**src/rtl/riscv_soft_imm_encoder.sv**
```systemverilog
// rtl/riscv_soft_imm_encoder.sv - two-stage RISC-V immediate encoder; optional range check via RISCV_SOFT_IMM_RANGE_CHECK_EN
module riscv_soft_imm_encoder #(
    parameter int XPR_LEN = 32
) (
    input  logic               clk,
    input  logic               reset_n,
    input  logic               in_valid,
    output logic               in_ready,
    input  logic [2:0]         in_imm_sel,
    input  logic [XPR_LEN-1:0] in_imm,
    input  logic [31:0]        in_base,
    output logic               out_valid,
    input  logic               out_ready,
    output logic [31:0]        out_inst,
    output logic               out_err,
    input  logic               err_clr,
    output logic [15:0]        err_count
);

    localparam logic [2:0] SEL_I = 3'd0;
    localparam logic [2:0] SEL_S = 3'd1;
    localparam logic [2:0] SEL_B = 3'd2;
    localparam logic [2:0] SEL_U = 3'd3;
    localparam logic [2:0] SEL_J = 3'd4;

    logic               s1_valid;
    logic [2:0]         s1_sel;
    logic [XPR_LEN-1:0] s1_imm;
    logic [31:0]        s1_base;

    logic [31:0] enc_inst;
    logic        enc_err;
    logic        out_advance;
    logic        in_fire;
    logic        out_fire;

    // Output register can take new data whenever it is empty or being drained.
    assign out_advance = !out_valid || out_ready;
    assign in_ready    = !s1_valid || !out_valid || out_ready;
    assign in_fire     = in_valid && in_ready;
    assign out_fire    = out_valid && out_ready;

`ifdef RISCV_SOFT_IMM_RANGE_CHECK_EN
    logic [XPR_LEN-1:11] hi11;
    logic [XPR_LEN-1:12] hi12;
    logic [XPR_LEN-1:20] hi20;
    logic                fit11;
    logic                fit12;
    logic                fit20;

    // A value fits when every bit above the field's sign bit repeats that sign.
    assign hi11  = s1_imm[XPR_LEN-1:11];
    assign hi12  = s1_imm[XPR_LEN-1:12];
    assign hi20  = s1_imm[XPR_LEN-1:20];
    assign fit11 = (&hi11) || !(|hi11);
    assign fit12 = (&hi12) || !(|hi12);
    assign fit20 = (&hi20) || !(|hi20);
`endif

    always_comb begin
        enc_inst = s1_base;
        enc_err  = 1'b0;
        case (s1_sel)
            SEL_I: begin
                enc_inst = {s1_imm[11:0], s1_base[19:0]};
`ifdef RISCV_SOFT_IMM_RANGE_CHECK_EN
                enc_err  = !fit11;
`endif
            end
            SEL_S: begin
                enc_inst = {s1_imm[11:5], s1_base[24:12], s1_imm[4:0], s1_base[6:0]};
`ifdef RISCV_SOFT_IMM_RANGE_CHECK_EN
                enc_err  = !fit11;
`endif
            end
            SEL_B: begin
                enc_inst = {s1_imm[12], s1_imm[10:5], s1_base[24:12],
                            s1_imm[4:1], s1_imm[11], s1_base[6:0]};
`ifdef RISCV_SOFT_IMM_RANGE_CHECK_EN
                enc_err  = !fit12 || s1_imm[0];
`endif
            end
            SEL_U: begin
                enc_inst = {s1_imm[31:12], s1_base[11:0]};
`ifdef RISCV_SOFT_IMM_RANGE_CHECK_EN
                enc_err  = |s1_imm[11:0];
`endif
            end
            SEL_J: begin
                enc_inst = {s1_imm[20], s1_imm[10:1], s1_imm[11],
                            s1_imm[19:12], s1_base[11:0]};
`ifdef RISCV_SOFT_IMM_RANGE_CHECK_EN
                enc_err  = !fit20 || s1_imm[0];
`endif
            end
            default: begin
                enc_inst = s1_base;
                enc_err  = 1'b1;
            end
        endcase
    end

    always_ff @(posedge clk or negedge reset_n) begin
        if (!reset_n) begin
            s1_valid  <= 1'b0;
            s1_sel    <= 3'd0;
            s1_imm    <= '0;
            s1_base   <= 32'd0;
            out_valid <= 1'b0;
            out_inst  <= 32'd0;
            out_err   <= 1'b0;
        end else begin
            if (in_fire) begin
                s1_valid <= 1'b1;
                s1_sel   <= in_imm_sel;
                s1_imm   <= in_imm;
                s1_base  <= in_base;
            end else if (out_advance) begin
                s1_valid <= 1'b0;
            end
            if (out_advance) begin
                out_valid <= s1_valid;
                if (s1_valid) begin
                    out_inst <= enc_inst;
                    out_err  <= enc_err;
                end
            end
        end
    end

    always_ff @(posedge clk or negedge reset_n) begin
        if (!reset_n) begin
            err_count <= 16'd0;
        end else if (err_clr) begin
            err_count <= 16'd0;
        end else if (out_fire && out_err && (err_count != 16'hFFFF)) begin
            err_count <= err_count + 16'd1;
        end
    end

endmodule

```
**config.mk**
```make
export PLATFORM = sky130hd
export DESIGN_NAME = riscv_soft_imm_encoder
export DESIGN_NICKNAME = d
export VERILOG_FILES = /design/src/rtl/riscv_soft_imm_encoder.sv
export SDC_FILE = /design/constraint.sdc
export NUM_CORES = 1
export LEC_CHECK = 0
export CORE_ASPECT_RATIO = 0.9
export CORE_MARGIN = 10
export CORE_UTILIZATION = 45
export CTS_CLUSTER_SIZE = 40
export DETAILED_ROUTE_END_ITERATION = 10
export PLACE_DENSITY = 0.84
export SLEW_MARGIN = 20
export SYNTH_ARGS = -nofsm -noshare
export SYNTH_HDL_FRONTEND = slang
export SYNTH_SLANG_ARGS = --single-unit
```
**constraint.sdc**
```tcl
create_clock -name clk -period 1.85 [get_ports clk]
set_input_delay 0.2775 -clock clk [delete_from_list [all_inputs] [get_ports clk]]
set_output_delay 0.2775 -clock clk [all_outputs]
set_load 0.01 [all_outputs]
```
# [Word level (Yosys, flattened, before mapping)]
# Index checks and enable logic that the tools add are counted.
[totals] out_inout_bits=51 regBits=118 wordCells=34 in_bits=72
[classes] n_mux=6 reduce_logical=14 add_sub_neg=1 eq_ne=5
[ops] op="$pmux 32 s5" n=1
[ops] op="$mux 16" n=2
[ops] op="$add 16x1->16 const B" n=1
[ops] op="$ne 16x16->1 const B" n=1
[ops] op="$eq 3x2->1 const B" n=2
[ops] op="$reduce_or 5->1" n=1
[ops] op="$logic_and 1x1->1" n=4
[ops] op="$reduce_bool 2->1" n=2
[ops] op="$eq 3x1->1 const B" n=1
[ops] op="$eq 3x3->1 const B" n=1
[ops] op="$logic_not 3->1" n=1
[ops] op="$logic_or 1x1->1" n=3
[ops] op="$mux 1" n=3
[ops] op="$logic_not 1->1" n=2
[ops] op="$reduce_and 2->1" n=1

# [Longest topological paths before layout]
[depth] word_depth=5 depth_mapped=6

# [Worst setup path after synthesis]
# Ideal clock, no wire load.
[synth_timing] kind="register -> register" startpoint="register err_count[0]" endpoint="register err_count[10]" setup_ns=0.077 synth_period_minus_slack_ns=2.019 t_required_ns=1.773 path_buffers=1 path_slack_ns=-0.169 arrival_ns=1.942 stages_incl_launch_ff=7 cell_sequence="dfrtp_1 -> ha_1 -> nand3_2 -> or4_1 -> buf_2 -> or4_1 -> a21oi_1"
[synth_via] elab_chain_cells=3
[synth_rtl] element="start, declared" line="17" rtl="output logic [15:0] err_count"
[synth_rtl] element="start signal, assigned" line="137" rtl="err_count <= err_count + 16'd1;"
[synth_rtl] element="$add 16x1->16 or $ne 16x16->1 (tied branches)" line="137, 136"
[synth_rtl] element="$mux 16 or $logic_and 1x1->1 (tied branches)" line="136" rtl="end else if (out_fire && out_err && (err_count != 16'hFFFF)) begin"
[synth_rtl] element="$mux 16 or $reduce_bool 2->1 (tied branches)"
# Parallel ways exist; a longest one is shown, timed or not. The select of a mux whose other input is x is not followed.
# A chain may end at the register's enable or synchronous reset.

# [Worst setup path after layout]
[layout_timing] startpoint="register err_count[1]" endpoint="register err_count[6]"
# Same word-level chain as after synthesis.

==> results.cfg <==
[sta]
clock_skew_ns = 0.01302
max_freq_mhz = 556.5
timing.slew.headroom_pct = 64.98
setup_viol = 0
fin_ws_ns = 0.05314
finalHoldViolCount = 0
tightest_slew_ns = 0.5253
tns_ns = 0
rsz0062_at_grt = false
finalCriticalPeriod_ns = 1.797
report.final.slew_viol_count = 0
period_share_pct = 97.13
hold_slack_ns = 0.3918

[grt]
grt_pass1_wl_mm = 23.34
grt_max_degree = 39
overflow = 0
grt_usage_pct = 17.66
antenna_found_initial = 0
grt_pass1_vias = 4641

[critical_path]
required_ns = 2.14
critPathMaxFanout = 5
critical_path_class = register to register
cpPeakStageDelay_ns = 0.42
reg2reg_depth = 5
crit_path_top_delay_cell = a2111oi_0
critPathLaunchType = register
arrival_ns = 2.08
cp_top_family = compound AO/OA/AOI/OAI gates
crit_path_cell_trace = ha_2 > nand3_2 > buf_4 > a2111oi_0 > mux2_2
critPathCaptureType = register
path_buf_inv = 1
path_depth = 5

[clocking]
cts_sinks = 118
htreeDepth = 4
cts_buffer_depth = 2
cts_inserted_buffers = 17
clk_pin_slew_ns = 0.06
clockRootBuffer = clkbuf_16
worstSkewPairLatency_ns = 0.41
cts_tree = yes

[hold_path]
hp-class = primary input to asynchronous set/reset pin

[final_layout]
fin_nets = 681
multi_input_area_um2 = 2217
final_util_pct = 66.40
n_antenna_cell = 0
n_fill_cell = 886
drive_gt1_share_pct = 26.41
area_growth_pct = 44.34
regArea_um2 = 2953

[synth]
synth_edf_count = 0
ys_warn_count = 0
synthArstFlopShare_pct = 100.0
synth_seq_cells = 118
ys.flop_type = dfrtp_1
synth_area_um2 = 5260
synth_top_area_share_pct = 56.14
postSynthCellCount = 449
ys_seq_area_share_pct = 56.14
synth.distinct_cells = 50
yosys.area.top_type = dfrtp_1
syn_avg_cell_area_um2 = 11.72
synth_area_leaders = dfrtp_1 (56%), mux2_2 (16%), mux2i_1 (3.6%)
synth_nets = 522

[floorplanning]
core_area_um2 = 11430
chipHeight_um = 122.6
num_io_pins = 123
die_w_um = 134.0
core.rowCount = 37
initial_utilization_pct = 46.00
dieArea_um2 = 16420

[status]
status = finished clean

[placed_design]
io_buffers = 122
dp_hpwl_mm = 10.65
pre_cts_slack_ns = -0.3048
place_congestion = 0.8892

[power_and_ir_drop]
leakagePower_nw = 3.243
ir_drop_mv = 0.6058
power.density_nw_per_um2 = 1087

[detailed_routing]
drc = 0
vias_per_cell = 5.355
drtIter0Drc = 356
dr.pass1.iters = 7
ant_nets = 0
routedWlPerCell_um = 18.15
drt-total-wl_mm = 14.11
vias = 4161

[run]
cap_violations = 0
[registers in the layout, summed over array words and instances, names as in the netlist]
name	flops
s1_valid	1
s1_sel	3
out_valid	1
err_count	16
out_inst	32
out_err	1
s1_imm	32
s1_base	32
[worst paths after layout]
check / from / to / slack [ns]
worst max-delay path: err_count[1]$_DFFE_PN0P_ / err_count[6]$_DFFE_PN0P_ / 0.05
worst min-delay path: reset_n / out_inst[29]$_DFFE_PN0P_ / 0.39
worst max register to register: err_count[1]$_DFFE_PN0P_ / err_count[6]$_DFFE_PN0P_ / 0.05
worst min register to register: s1_base[6]$_DFFE_PN0P_ / out_inst[6]$_DFFE_PN0P_ / 0.47
max in group asynchronous: reset_n / err_count[3]$_DFFE_PN0P_ / 0.87
min in group clk: s1_base[6]$_DFFE_PN0P_ / out_inst[6]$_DFFE_PN0P_ / 0.47
[kinds of logic (layout without fill, tap and decap cells)]
group	count (synthesis)	in the layout	share of synthesized area (%)
AO/OA/AOI/OAI	83	83	9.681
XOR/XNOR	1	1	0.1665
adder cells (fa/ha/maj)	1	1	0.2378
buffers and inverters	30	202	2.474
flip-flops	118	118	56.14
multiplexers	95	95	19.89
AND/OR/NAND/NOR	121	121	11.42
[cell usage after synthesis (3+ instances only)]
cell      instances
and2_1            4
inv_1             5
buf_2             5
nand2b_1          6
nor4_1            3
a21oi_1          28
or4_1             4
nand2_1          50
mux2i_1          19
nor2_1           23
a22oi_1           6
o21ai_0          25
clkbuf_1         15
dfrtp_1         118
a22o_1            6
nor2b_1           6
mux2_2           76
buf_1             3
nand3_2           3
o31ai_1           3
nand4_1           5
[cell type report]
cell class	instances	area share [%]
flip-flops and latches	118	38.89
multi-input cells	301	29.20
clock buffers	23	6.295
inverters	5	0.2472
well taps	156	2.571
clock inverters	9	1.318
repair buffers	165	21.47
[layout by cell type, fill, tap and decap left out, drive strengths merged, types with 6 or more instances in the layout]
cell type | synthesis | final
dfrtp | 118 | 118
a22oi | 6 | 6
a21oi | 29 | 29
nor2b | 6 | 6
a22o | 6 | 6
buf | 10 | 43
clkbuf | 15 | 23
mux2 | 76 | 76
mux2i | 19 | 19
and2 | 6 | 6
nor2 | 23 | 23
nand2 | 50 | 50
nand2b | 6 | 6
clkdlybuf4s50 | 0 | 120
o21ai | 26 | 26
[per-stage QoR]
stage | cells | power [mW] | cell area, µm²
6_report | 777 | 8.254 | 7592
5_1_grt | 777 | 8.642 | 7592
4_1_cts | 776 | 8.334 | 7557
3_5_place_dp | 743 | 5.143 | 6970
3_3_place_gp | 743 | 5.049 | 6970
2_1_floorplan | 449 | 4.125 | 5269
[power by group]
group	leakage, nW	switching, mW	internal, mW
clock	0.283	1.10	2.07
combinational	1.53	0.753	1.04
sequential	1.43	0.290	3.00
total	3.24	2.14	6.11
[per-layer routing]
| metal | part of all wire (%) | track usage [%] | routed length, µm | up-vias |
|---|---|---|---|---|
| met5 | 0 | 0 | 0 | - |
| met4 | 2.0 | 7.405 | 281 | 0 |
| met3 | 5.6 | 4.820 | 789 | 28 |
| met2 | 52 | 31.13 | 7284 | 149 |
| met1 | 41 | 19.95 | 5750 | 2055 |
| li1 | - | - | - | 1929 |
[repair_timing]
item                                   in CTS  in global routing
hold buffers                                1                  0
resized for setup                           1                  6
endpoints found under the hold margin      32                  0
buffers inserted                            0                  1
setup endpoints to repair                   1                  6
pin swaps                                   0                  0
Power figures use the tool's default switching activity.
